**src/rtl/dual_port_block_ram.sv**
```systemverilog
// dual_port_block_ram
// Simple dual-port synchronous RAM: port A read/write, port B read-only, one clock.
// Selectable read-during-write behaviour, 1- or 2-cycle read latency with valid
// strobes, and a clear engine that zero-fills the array one word per cycle.
//
// Ports:
//   clk                   clock, rising edge
//   reset                 asynchronous, active-low
//   clear                 pulse: start zero-fill sweep of all DEPTH words
//   busy                  high while the sweep runs; port requests ignored
//   a_en/a_we/a_addr/a_wdata   port A request (write when a_we)
//   a_rdata/a_rvalid      port A read data and 1-cycle valid strobe
//   b_en/b_addr           port B read request
//   b_rdata/b_rvalid      port B read data and 1-cycle valid strobe
module dual_port_block_ram #(
   parameter int unsigned ADDR_WIDTH     = 4,
   parameter int unsigned DATA_WIDTH     = 24,
   parameter int unsigned DEPTH          = 16,
   parameter string       INIT_MEM_FILE  = "",
   parameter int unsigned READ_LATENCY   = 1,
   parameter int unsigned RDW_MODE       = 0,
   parameter bit          CLEAR_ON_RESET = 1'b0
) (
   input  logic                  clk,
   input  logic                  reset,
   input  logic                  clear,
   output logic                  busy,
   input  logic                  a_en,
   input  logic                  a_we,
   input  logic [ADDR_WIDTH-1:0] a_addr,
   input  logic [DATA_WIDTH-1:0] a_wdata,
   output logic [DATA_WIDTH-1:0] a_rdata,
   output logic                  a_rvalid,
   input  logic                  b_en,
   input  logic [ADDR_WIDTH-1:0] b_addr,
   output logic [DATA_WIDTH-1:0] b_rdata,
   output logic                  b_rvalid
);

   localparam logic [ADDR_WIDTH-1:0] LAST_ADDR = ADDR_WIDTH'(DEPTH - 1);

   typedef enum logic {S_IDLE, S_CLEAR} state_t;

   logic [DATA_WIDTH-1:0] mem [0:DEPTH-1];

   state_t                state;
   logic [ADDR_WIDTH-1:0] clr_cnt;
   logic                  boot_clr;

   logic                  idle_c;
   logic                  a_acc_c;
   logic                  b_acc_c;
   logic                  a_in_c;
   logic                  b_in_c;
   logic                  a_wr_c;
   logic [DATA_WIDTH-1:0] a_rd_c;
   logic [DATA_WIDTH-1:0] b_rd_c;

   // Request qualification and read-during-write data selection
   always_comb begin
      idle_c  = (state == S_IDLE);
      a_in_c  = 32'(a_addr) < DEPTH;
      b_in_c  = 32'(b_addr) < DEPTH;
      a_acc_c = idle_c & a_en;
      b_acc_c = idle_c & b_en;
      a_wr_c  = a_acc_c & a_we & a_in_c;
      a_rd_c  = '0;
      b_rd_c  = '0;
      if (a_in_c) begin
         a_rd_c = (a_we && RDW_MODE == 1) ? a_wdata : mem[a_addr];
      end
      if (b_in_c) begin
         b_rd_c = (RDW_MODE == 1 && a_wr_c && a_addr == b_addr) ? a_wdata : mem[b_addr];
      end
   end

   // Array write port: sweep owns it while clearing, port A otherwise; never reset
   always_ff @(posedge clk) begin
      if (state == S_CLEAR) begin
         mem[clr_cnt] <= '0;
      end else if (a_wr_c) begin
         mem[a_addr] <= a_wdata;
      end
   end

   // Clear engine; boot_clr arms an automatic sweep right after reset
   always_ff @(posedge clk or negedge reset) begin
      if (!reset) begin
         state    <= S_IDLE;
         clr_cnt  <= '0;
         busy     <= 1'b0;
         boot_clr <= CLEAR_ON_RESET;
      end else begin
         case (state)
            S_IDLE: begin
               boot_clr <= 1'b0;
               clr_cnt  <= '0;
               if (clear || boot_clr) begin
                  state <= S_CLEAR;
                  busy  <= 1'b1;
               end
            end
            S_CLEAR: begin
               if (clr_cnt == LAST_ADDR) begin
                  state   <= S_IDLE;
                  busy    <= 1'b0;
                  clr_cnt <= '0;
               end else begin
                  clr_cnt <= clr_cnt + ADDR_WIDTH'(1);
               end
            end
            default: begin
               state <= S_IDLE;
               busy  <= 1'b0;
            end
         endcase
      end
   end

   if (READ_LATENCY == 1) begin : g_lat1
      // Single registered read; rdata holds when nothing completes
      always_ff @(posedge clk or negedge reset) begin
         if (!reset) begin
            a_rvalid <= 1'b0;
            b_rvalid <= 1'b0;
            a_rdata  <= '0;
            b_rdata  <= '0;
         end else begin
            a_rvalid <= a_acc_c;
            b_rvalid <= b_acc_c;
            if (a_acc_c) a_rdata <= a_rd_c;
            if (b_acc_c) b_rdata <= b_rd_c;
         end
      end
   end else begin : g_lat2
      logic                  a_v1;
      logic                  b_v1;
      logic [DATA_WIDTH-1:0] a_d1;
      logic [DATA_WIDTH-1:0] b_d1;

      // Registered read plus output stage; in-flight reads drain even once busy
      always_ff @(posedge clk or negedge reset) begin
         if (!reset) begin
            a_v1     <= 1'b0;
            b_v1     <= 1'b0;
            a_d1     <= '0;
            b_d1     <= '0;
            a_rvalid <= 1'b0;
            b_rvalid <= 1'b0;
            a_rdata  <= '0;
            b_rdata  <= '0;
         end else begin
            a_v1     <= a_acc_c;
            b_v1     <= b_acc_c;
            if (a_acc_c) a_d1 <= a_rd_c;
            if (b_acc_c) b_d1 <= b_rd_c;
            a_rvalid <= a_v1;
            b_rvalid <= b_v1;
            if (a_v1) a_rdata <= a_d1;
            if (b_v1) b_rdata <= b_d1;
         end
      end
   end

endmodule

```
**config.mk**
```make
export PLATFORM = sky130hd
export DESIGN_NAME = dual_port_block_ram
export DESIGN_NICKNAME = d
export VERILOG_FILES = /design/src/rtl/dual_port_block_ram.sv
export SDC_FILE = /design/constraint.sdc
export NUM_CORES = 1
export LEC_CHECK = 0
export ABC_AREA = 1
export CORE_MARGIN = 2
export CORE_UTILIZATION = 50
export DETAILED_ROUTE_END_ITERATION = 7
export PLACE_DENSITY_LB_ADDON = 0.2
export RECOVER_POWER = 100
export SETUP_SLACK_MARGIN = 0.05
export SYNTH_ARGS = -nofsm -noshare
export SYNTH_HDL_FRONTEND = slang
export SYNTH_SLANG_ARGS = --single-unit
```
**constraint.sdc**
```tcl
create_clock -name clk -period 3.7 [get_ports clk]
set_clock_uncertainty 0.15 [all_clocks]
set_input_delay 0.37 -clock clk [delete_from_list [all_inputs] [get_ports clk]]
set_output_delay 0.37 -clock clk [all_outputs]
set_load 0.01 [all_outputs]
```
==> impl_results.html <==
<table>
<tr><th>Metric</th><th>Value</th></tr>
<tr><th colspan="2">STA</th></tr>
<tr><td>Final sum of negative setup slack</td><td>0 ps</td></tr>
<tr><td>Final Setup Violations</td><td>0</td></tr>
<tr><td>Worst hold margin</td><td>205 ps</td></tr>
<tr><td>Shortest clock period the worst path allows after layout</td><td>3220 ps</td></tr>
<tr><td>RSZ-0062 raised after global routing</td><td>no</td></tr>
<tr><td>Max-slew headroom</td><td>-0.0130</td></tr>
<tr><td>Peak clock frequency supported by timing</td><td>311 MHz</td></tr>
<tr><td>Actual slew at the worst max-slew pin</td><td>1520 ps</td></tr>
<tr><td>Slew Viols, Final</td><td>52</td></tr>
<tr><td>Post-route clock period utilization</td><td>0.870</td></tr>
<tr><td>Number of hold violations in the final report</td><td>0</td></tr>
<tr><th colspan="2">Cells and area</th></tr>
<tr><td>Most frequent standard cell in the layout excluding fill and tap cells</td><td>sky130_fd_sc_hd__nand2_1</td></tr>
<tr><td>Area Overhead vs Synth</td><td>13.2%</td></tr>
<tr><td>Combined flip-flop and latch cell area</td><td>12,900 um^2</td></tr>
<tr><td>Area occupied by multi-input gates</td><td>7640 um^2</td></tr>
<tr><td>Layout Nets</td><td>2,518</td></tr>
<tr><td>Share of post-route cells with drive strength above 1</td><td>0.0588</td></tr>
<tr><td>Final antenna diode count</td><td>0</td></tr>
<tr><td>Number of inserted filler cells in the final layout</td><td>3,595</td></tr>
<tr><td>Most frequent cells in the layout</td><td>sky130_fd_sc_hd__nand2_1, sky130_fd_sc_hd__nand3_1, sky130_fd_sc_hd__edfxtp_1</td></tr>
<tr><th colspan="2">Routing</th></tr>
<tr><td>Vias per std cell</td><td>6.04</td></tr>
<tr><td>Number of detailed-routing iterations run before antenna repair</td><td>8</td></tr>
<tr><td>1st-iter DRT viols</td><td>2,771</td></tr>
<tr><td>Wire length per cell</td><td>22.6 um</td></tr>
<tr><td>DR DRC count</td><td>0</td></tr>
<tr><td>Number of vias in the routed layout</td><td>18,500</td></tr>
<tr><td>Number of nets with antenna violations after routing</td><td>0</td></tr>
<tr><td>Total detailed-routing wirelength</td><td>68,900 um</td></tr>
<tr><th colspan="2">GRT</th></tr>
<tr><td>Met3 capacity usage during global routing</td><td>0.0731</td></tr>
<tr><td>Global routing met2 resource utilization</td><td>0.457</td></tr>
<tr><td>Number of antenna violations at the first check in global routing</td><td>0</td></tr>
<tr><td>GRT met1 Usage</td><td>0.438</td></tr>
<tr><td>Most utilized layer in the global route result</td><td>met2</td></tr>
<tr><td>Global-route wire length before repair</td><td>103,000 um</td></tr>
<tr><td>Vias in the first global route</td><td>17,400</td></tr>
<tr><td>Global route total overflow</td><td>0</td></tr>
<tr><td>Maximum number of pins on one net before global-route repair</td><td>193</td></tr>
<tr><td>All-layer global routing usage</td><td>0.310</td></tr>
<tr><th colspan="2">Clocking</th></tr>
<tr><td>Number of H-tree branching levels</td><td>2</td></tr>
<tr><td>Count of hold-fix buffers inserted at cts</td><td>1</td></tr>
<tr><td>Quantity of gates resized following cts</td><td>0</td></tr>
<tr><td>Post-CTS clock slew at the launch and capture registers of the worst setup and hold paths</td><td>60 ps</td></tr>
<tr><td>Clock Root Buffer</td><td>sky130_fd_sc_hd__clkbuf_16</td></tr>
<tr><td>TritonCTS clock tree</td><td>done</td></tr>
<tr><td>Later-pin clock latency in the skew report</td><td>590 ps</td></tr>
<tr><td>TritonCTS sink count</td><td>440</td></tr>
<tr><td>Post-CTS Setup Repair Bufs</td><td>0</td></tr>
<tr><td>Number of buffers added by the clock tree synthesis step</td><td>46</td></tr>
<tr><td>Clock Tree Buf Depth</td><td>3</td></tr>
<tr><th colspan="2">Floorplanning</th></tr>
<tr><td>Width of the die</td><td>211 um</td></tr>
<tr><td>Area of the core</td><td>42,200 um^2</td></tr>
<tr><td>Initial cell density of the core</td><td>0.509</td></tr>
<tr><td>Cell Rows</td><td>75</td></tr>
<tr><td>Io pins</td><td>89</td></tr>
<tr><td>Die outline height</td><td>211 um</td></tr>
<tr><td>Die Outline Area</td><td>44,700 um^2</td></tr>
<tr><th colspan="2">Run status</th></tr>
<tr><td>Run status</td><td>finished, violations left</td></tr>
<tr><td>Violations in the final reports</td><td>capacitance limit, slew limit</td></tr>
<tr><th colspan="2">Setup path</th></tr>
<tr><td>Maximum fanout along the worst path</td><td>23</td></tr>
<tr><td>Register-to-register path setup slack</td><td>480 ps</td></tr>
<tr><td>R2r startpoint</td><td>state</td></tr>
<tr><td>Data required, critical path</td><td>3740 ps</td></tr>
<tr><td>Data arrival time of the critical path</td><td>3260 ps</td></tr>
<tr><td>Reg-to-Reg End</td><td>mem[12][6]</td></tr>
<tr><td>Startpoint-to-endpoint class of the critical path</td><td>register to register</td></tr>
<tr><td>Worst setup path start</td><td>state</td></tr>
<tr><td>Kind of start point of the critical path</td><td>register</td></tr>
<tr><td>R2R cell count</td><td>8</td></tr>
<tr><td>Critical Path Sink Type</td><td>register</td></tr>
<tr><th colspan="2">Hold path</th></tr>
<tr><td>Worst Hold Launch</td><td>clear</td></tr>
<tr><td>Depth of the worst hold-timing path</td><td>3</td></tr>
<tr><td>Endpoint, Worst Hold</td><td>state</td></tr>
<tr><td>Type of the worst min-delay path</td><td>input port to register</td></tr>
<tr><th colspan="2">Synth</th></tr>
<tr><td>Synthesis-stage register bit count</td><td>440</td></tr>
<tr><td>Number of warnings printed during yosys synthesis</td><td>0</td></tr>
<tr><td>Cell count after synthesis</td><td>2,451</td></tr>
<tr><td>Post-Synthesis Net Count</td><td>2,490</td></tr>
<tr><td>Number of distinct library cell variants in the gate-level netlist after synthesis</td><td>20</td></tr>
<tr><td>Area of the mapped netlist</td><td>21,500 um^2</td></tr>
<tr><td>Sequential cell area fraction in the yosys report</td><td>0.601</td></tr>
<tr><td>Average cell area after synthesis</td><td>8.77 um^2</td></tr>
<tr><th colspan="2">Power</th></tr>
<tr><td>Total leakage power</td><td>10.2 nW</td></tr>
<tr><td>Pwr/cell area</td><td>613 nW/um^2</td></tr>
<tr><td>Worst supply voltage drop on vdd</td><td>0.000392 V</td></tr>
<tr><td>Post-layout total power</td><td>14.9 mW</td></tr>
<tr><th colspan="2">Place</th></tr>
<tr><td>Post-DP HPWL</td><td>38,800 um</td></tr>
<tr><td>Routability congestion estimate from global placement</td><td>0.881</td></tr>
<tr><td>I/O Buffers</td><td>88</td></tr>
<tr><th colspan="2">Flow run</th></tr>
<tr><td>Number of violations of the max-capacitance limit</td><td>1</td></tr>
</table>
## worst max path at each step
| stage | endpoint | slack [ps] |
|---|---|---|
| detailed placement | mem[15][5] | 390 |
| CTS | mem[15][5] | 800 |
| floorplan | mem[7][0] | 960 |
| global route | mem[1][22] | 340 |
| finish | mem[12][6] | 480 |
| global placement | mem[15][5] | 470 |
## per-stage QoR
stage / setup slack, ps / instances / instance area (um^2) / util
final: 482 / 3054 / 24300 / 0.576
after global routing: 338 / 3054 / 24300 / 0.576
after CTS: 795 / 3054 / 24400 / 0.578
after detailed placement: 391 / 2969 / 22900 / 0.542
after global placement: 466 / 2969 / 22900 / 0.542
after floorplan: 956 / 2451 / 21500 / -
## state kept, by name, indices dropped and copies added (netlist names)
signal    count
mem         384
a_rdata      24
b_rdata      24
clr_cnt       4
a_rvalid      1
b_rvalid      1
busy          1
state         1
## metal layers
layer,share of wire,up-vias
met5,0,-
met2,0.44,1342
met1,0.39,8628
met4,0.039,0
li1,-,8245
met3,0.14,241
## cells in the mapped netlist (all sizes together)
| cell | n | area [um^2] |
|---|---|---|
| dfrtp | 56 | 1400 |
| xnor2 | 1 | 8.76 |
| nand2 | 1168 | 4390 |
| xor2 | 1 | 8.76 |
| buf | 134 | 752 |
| clkbuf | 33 | 124 |
| o21ai | 5 | 32.5 |
| nand3 | 582 | 2910 |
| inv | 42 | 158 |
| ha | 1 | 12.5 |
| nor2 | 44 | 173 |
| edfxtp | 384 | 11500 |
## logic make-up (layout without fill, tap and decap cells)
kind of cell	count (synthesis)	count (layout)	synth area share
DFF	440	440	0.601
adders and majority gates	1	1	0.000582
and+or+nand+nor	1794	1794	0.348
xor gates and xnor gates	2	2	0.000815
AOI/OAI and AO/OA	5	5	0.00151
buffers and inverters	209	273	0.0481
## where the power goes
group	switching, mW	internal (mW)	leakage [nW]	total, mW
combinational	2.14	1.05	5.11	3.18
clock	1.98	2.77	0.730	4.76
sequential	0.510	6.47	4.33	6.98
total	4.63	10.3	10.2	14.9
## area by class of cell
cell class                      count  area share
Sequential cell                   440       0.531
Clock inverter                     26      0.0122
Tap cell                          539      0.0277
Multi-Input combinational cell   1802       0.314
Inverter                           42     0.00673
Timing Repair Buffer              147      0.0576
Clock buffer                       58      0.0504
## critical path, cell delays in order (launching register included)
cell	delay [ps]
sky130_fd_sc_hd__dfrtp_1	410
sky130_fd_sc_hd__nor2_1	180
sky130_fd_sc_hd__nand2_2	370
sky130_fd_sc_hd__nand2_1	150
sky130_fd_sc_hd__o21ai_0	170
sky130_fd_sc_hd__inv_1	130
sky130_fd_sc_hd__nand3_1	310
sky130_fd_sc_hd__nor2_4	180
sky130_fd_sc_hd__clkbuf_1	750
No activity file was read; power rests on OpenSTA's default activity.
